<file path="config.mk">
export PLATFORM = sky130hd
export DESIGN_NAME = pwm_dac_multi
export DESIGN_NICKNAME = d
export VERILOG_FILES = /design/src/rtl/pwm_dac_multi.sv
export SDC_FILE = /design/constraint.sdc
export NUM_CORES = 1
export LEC_CHECK = 0
export ABC_AREA = 0
export BUFFER_PORTS_ARGS = -buffer_cell sky130_fd_sc_hd__buf_2
export CAP_MARGIN = 5
export CORE_ASPECT_RATIO = 0.8
export CORE_UTILIZATION = 30
export CTS_CLUSTER_DIAMETER = 80
export DETAILED_ROUTE_END_ITERATION = 6
export SLEW_MARGIN = 20
export SYNTH_ARGS = -nofsm -noshare
export SYNTH_HDL_FRONTEND = slang
export SYNTH_SLANG_ARGS = --single-unit
</file>
<file path="constraint.sdc">
create_clock -name clk -period 2.45 [get_ports clk]
set_input_delay 0.245 -clock clk [delete_from_list [all_inputs] [get_ports clk]]
set_output_delay 0.245 -clock clk [all_outputs]
set_load 0.02 [all_outputs]
</file>
<file path="src/rtl/pwm_dac_multi.sv">
// Multi-channel PWM DAC: one shared edge/center-aligned counter, per-channel duty,
// configuration double-buffered to period boundaries. Optional: PWM_DAC_MULTI_INVERT_EN.
module pwm_dac_multi #(
    parameter int CHANNELS    = 4,
    parameter int WIDTH       = 9,
    parameter int COUNT_WIDTH = 9
) (
    input  logic                      clk,
    input  logic                      reset_n,
    input  logic                      enable,
    input  logic                      load,
    input  logic [CHANNELS*WIDTH-1:0] duty_cycle,
    input  logic [COUNT_WIDTH-1:0]    count_value,
    input  logic                      center_mode,
`ifdef PWM_DAC_MULTI_INVERT_EN
    input  logic [CHANNELS-1:0]       invert,
`endif
    output logic [CHANNELS-1:0]       pwm_out,
    output logic                      zero,
    output logic                      update_pending,
    output logic                      update_ack
);

    localparam int CMP_W = (WIDTH > COUNT_WIDTH) ? WIDTH : COUNT_WIDTH;
    localparam logic [COUNT_WIDTH-1:0] ONE = COUNT_WIDTH'(1);

    logic [COUNT_WIDTH-1:0]    counter;
    logic                      dir;
    logic [CHANNELS*WIDTH-1:0] active_duty, pending_duty;
    logic [COUNT_WIDTH-1:0]    active_period, pending_period;
    logic                      active_mode, pending_mode;
`ifdef PWM_DAC_MULTI_INVERT_EN
    logic [CHANNELS-1:0]       active_invert, pending_invert;
`endif

    logic period_end;
    logic apply;

    // Center mode ends its period on the way down at 1; P=0 makes every cycle an end.
    always_comb begin
        period_end = 1'b0;
        if (enable) begin
            if (active_period == '0)
                period_end = 1'b1;
            else if (active_mode)
                period_end = dir && (counter <= ONE);
            else
                period_end = (counter >= active_period);
        end
    end

    assign apply = period_end && (update_pending || load);

    always_ff @(posedge clk) begin
        if (!reset_n) begin
            counter        <= '0;
            dir            <= 1'b0;
            active_duty    <= '0;
            pending_duty   <= '0;
            active_period  <= '0;
            pending_period <= '0;
            active_mode    <= 1'b0;
            pending_mode   <= 1'b0;
`ifdef PWM_DAC_MULTI_INVERT_EN
            active_invert  <= '0;
            pending_invert <= '0;
`endif
            update_pending <= 1'b0;
            update_ack     <= 1'b0;
        end else begin
            update_ack <= 1'b0;
            if (load) begin
                pending_duty   <= duty_cycle;
                pending_period <= count_value;
                pending_mode   <= center_mode;
`ifdef PWM_DAC_MULTI_INVERT_EN
                pending_invert <= invert;
`endif
            end
            if (apply) begin
                // A load coinciding with the boundary bypasses the pending stage.
                active_duty    <= load ? duty_cycle  : pending_duty;
                active_period  <= load ? count_value : pending_period;
                active_mode    <= load ? center_mode : pending_mode;
`ifdef PWM_DAC_MULTI_INVERT_EN
                active_invert  <= load ? invert      : pending_invert;
`endif
                counter        <= '0;
                dir            <= 1'b0;
                update_pending <= 1'b0;
                update_ack     <= 1'b1;
            end else begin
                if (load)
                    update_pending <= 1'b1;
                if (enable) begin
                    if (period_end) begin
                        counter <= '0;
                        dir     <= 1'b0;
                    end else if (!active_mode) begin
                        counter <= counter + ONE;
                    end else if (!dir) begin
                        counter <= counter + ONE;
                        if (counter + ONE >= active_period)
                            dir <= 1'b1;
                    end else begin
                        counter <= counter - ONE;
                    end
                end
            end
        end
    end

    always_comb begin
        pwm_out = '0;
        for (int i = 0; i < CHANNELS; i++) begin
            pwm_out[i] = CMP_W'(counter) < CMP_W'(active_duty[i*WIDTH +: WIDTH]);
`ifdef PWM_DAC_MULTI_INVERT_EN
            pwm_out[i] = pwm_out[i] ^ active_invert[i];
`endif
        end
    end

    assign zero = (counter == '0);

endmodule
</file>
==> results.py <==
metrics = {
    "run_status": {
        "outcome": "complete, no violations",
    },
    "power_and_ir_drop": {
        "p_total_mw": 4.18,
        "peakVddDrop_mv": 0.433,
        "switchingPower_mw": 1.13,
        "p_leak_nw": 3.00,
        "p_int_mw": 3.05,
        "p_comb_frac": 0.235,
        "p_seq_frac": 0.444,
        "swShare": 0.271,
        "power_frac_clock": 0.321,
        "power_per_cell_area_nw_per_um2": 604,
    },
    "setup_path": {
        "path_max_fanout": 12,
        "reg2regPathDepth": 10,
        "worst_setup_path_end_kind": "flip-flop",
        "ff2ff_setup_slack_ns": 0.03,
        "crit_type": "flip-flop to flip-flop",
        "r2r_end": "active_duty[19]",
        "crit_arrival_ns": 2.65,
        "r2r-start": "counter[0]",
        "max_stage_delay_ns": 0.41,
        "critPathBufInv": 3,
        "cp_cell_sequence": "inv_2 > ha_4 > nand2b_1 > a211oi_2 > o21ai_1 > a221o_2 > nor3b_4 > buf_4 > buf_6 > mux2_4",
        "required_ns": 2.69,
        "cp-start-kind": "flip-flop",
        "cp_top_family": "compound AO/OA/AOI/OAI gates",
        "critPathSlowestCell": "a221o_2",
    },
    "placed_design": {
        "port_buffers": 56,
        "routabilityCongestion": 0.854,
        "hpwl_um": 8900,
        "place_area_um2": 6410,
    },
    "layout": {
        "layout_commonest_cell": "dfxtp_1",
        "syn_to_final_growth_pct": 19.7,
        "finalCoreUtilization": 0.366,
        "nets": 744,
        "n_antenna_cell": 0,
        "multi_input_area_um2": 3480,
        "layout_common_cells": "dfxtp_1, buf_2, ha_1",
        "post-route-cell-area_um2": 6920,
        "seqCellArea_um2": 2090,
        "drive_above_1_share": 0.269,
        "nFillCells": 1971,
    },
    "synth": {
        "yosys_warnings": 0,
        "yosysUniqueCellTypes": 48,
        "synth_ff_type": "dfxtp_1",
        "synthCells": 574,
        "synth_edf_count": 0,
        "syn_nets": 678,
        "seq_area_frac_synth": 0.360,
        "synth_async_sr_flop_share": 0,
        "synth_area_per_cell_um2": 10.1,
        "synth_seq_cells": 104,
        "synth_area_um2": 5780,
    },
    "min_path": {
        "min-delay-start": "duty_cycle[8]",
        "hold_path_depth": 3,
        "hold_class": "primary input to flip-flop",
        "whs_endpoint": "pending_duty[8]",
    },
    "clocking": {
        "clockBufferDepth": 2,
        "clock_latency_ns": 0.35,
        "cts_buffers": 9,
        "root_buffer": "clkbuf_16",
        "cts-hold-fix-buffers": 0,
        "cts_sinks": 104,
        "cts_tree": "yes",
        "h-tree-depth": 3,
        "clk_pin_slew_ns": 0.07,
    },
    "floorplan": {
        "dieArea_um2": 19800,
        "io_pins": 57,
        "core_um2": 18900,
        "die_x_um": 157,
        "start_util": 0.306,
        "die_h_um": 126,
        "rows": 45,
    },
    "sta": {
        "fmax_mhz": 414,
        "fin_tns_setup_ns": 0,
        "setup_violations": 0,
        "hold_viol": 0,
        "finClkSkew_ns": 0.00579,
        "slew_headroom": 0.499,
        "finalCriticalPeriod_ns": 2.42,
        "maxSlewViolCount": 0,
        "whs_ns": 0.207,
        "worst_pin_slew_ns": 0.751,
        "post-route-period-util": 0.987,
        "grt_setup_unrepaired": "true",
    },
    "global_route": {
        "grt_pass1_vias": 4053,
        "grt_antenna_before_repair": 0,
        "overflow": 0,
        "grt_pass1_wl_um": 20400,
        "grt_max_degree": 48,
        "grt_use_total": 0.131,
    },
    "drt": {
        "totalWireLength_um": 12600,
        "dr.pass1.iters": 4,
        "ant_nets": 0,
        "drt_first_iter_violations": 157,
        "drc": 0,
        "vias": 3966,
        "avgRoutedWirePerCell_um": 13.9,
        "viasPerCell": 4.40,
    },
    "job": {
        "cap_violations": 0,
    },
}
==> area by class of cell <==
type / instances / share of cell area
timing repair buffer: 85 / 0.0833
clock buffer: 15 / 0.0387
tap: 258 / 0.0466
multi-input combinational: 392 / 0.503
inverter: 48 / 0.0260
sequential: 104 / 0.302
==> cell families after synthesis <==
family | Yosys count | synth area share
and+or+nand+nor | 178 | 0.178
DFF | 104 | 0.360
muxes | 92 | 0.195
buffers and inverters | 78 | 0.0649
AOI/OAI and AO/OA | 60 | 0.0723
adders and majority gates | 54 | 0.117
xor gates and xnor gates | 8 | 0.0121
==> flip-flops by register name, indices dropped and copies added (netlist names) <==
signal          count
active_duty        36
dir                 1
active_period       9
pending_duty       36
update_ack          1
counter             9
pending_period      9
active_mode         1
update_pending      1
pending_mode        1
==> repair_timing <==
action                                  4_1_cts  5_1_grt
endpoints found under the setup margin        5       55
cloned                                        0        1
setup buffers                                 0        3
pin swaps                                     3       15
resized for setup                            15       43
==> how the worst max path moves through the flow <==
| stage | cells after the start | start | endpoint |
|---|---|---|---|
| floorplan | 10 | counter[0] | active_duty[0] |
| global placement | 10 | counter[1] | dir |
| detailed placement | 10 | counter[1] | dir |
| CTS | 8 | counter[1] | pwm_out[3] |
| global route | 10 | counter[0] | active_duty[7] |
| finish | 10 | counter[0] | active_duty[19] |
==> worst min-delay path, delay by kind of cell <==
family                 cells  cell delay, ns
buffers and inverters      1            0.07
muxes                      1            0.05
and+or+nand+nor            1            0.13
==> power by group through the flow <==
| stage | Sequential [mW] | Combinational (mW) | Clock (mW) |
|---|---|---|---|
| after floorplan | 1.88 | 0.639 | 0 |
| after global placement | 1.89 | 0.826 | 0 |
| after detailed placement | 1.89 | 0.834 | 0 |
| after CTS | 1.85 | 0.866 | 1.40 |
| after global routing | 1.87 | 1.07 | 1.48 |
| final | 1.86 | 0.985 | 1.34 |
==> cells in the mapped netlist (3+ instances only) <==
cell | n | area, um^2
ha_1 | 54 | 676
buf_1 | 4 | 15.0
o21ai_0 | 14 | 70.1
o211ai_1 | 5 | 37.5
clkbuf_1 | 18 | 67.6
a2111oi_0 | 4 | 35.0
nor2_1 | 22 | 82.6
nor3_1 | 13 | 65.1
dfxtp_1 | 104 | 2080
a21boi_0 | 6 | 45.0
buf_12 | 4 | 80.1
mux2i_1 | 46 | 460
xnor2_1 | 4 | 35.0
nor2b_1 | 46 | 288
o22ai_1 | 4 | 25.0
xor2_1 | 4 | 35.0
mux2_4 | 40 | 601
or3_1 | 5 | 31.3
and2_1 | 48 | 300
a21oi_1 | 7 | 35.0
inv_1 | 47 | 176
nor4_1 | 3 | 18.8
mux2_2 | 6 | 67.6
o21a_1 | 10 | 75.1
nand3b_1 | 5 | 37.5
nand2_1 | 12 | 45.0
nand3_1 | 11 | 55.1
==> routing by layer <==
layer / track usage / wire (um) / vias up
met4: 0.0405 / 177 / 0
li1: - / - / 2085
met2: 0.206 / 5630 / 53
met3: 0.0282 / 330 / 15
met1: 0.179 / 6420 / 1813
met5: 0 / 0 / -
==> through the flow <==
stage / setup WS (ns) / instances
after floorplan: 0.00853 / 574
after global placement: 0.0122 / 883
after detailed placement: 0.00279 / 883
after CTS: 0.00250 / 898
after global routing: -0.0394 / 902
final: 0.0323 / 902
Note: power is estimated with default switching activity, not from simulation.
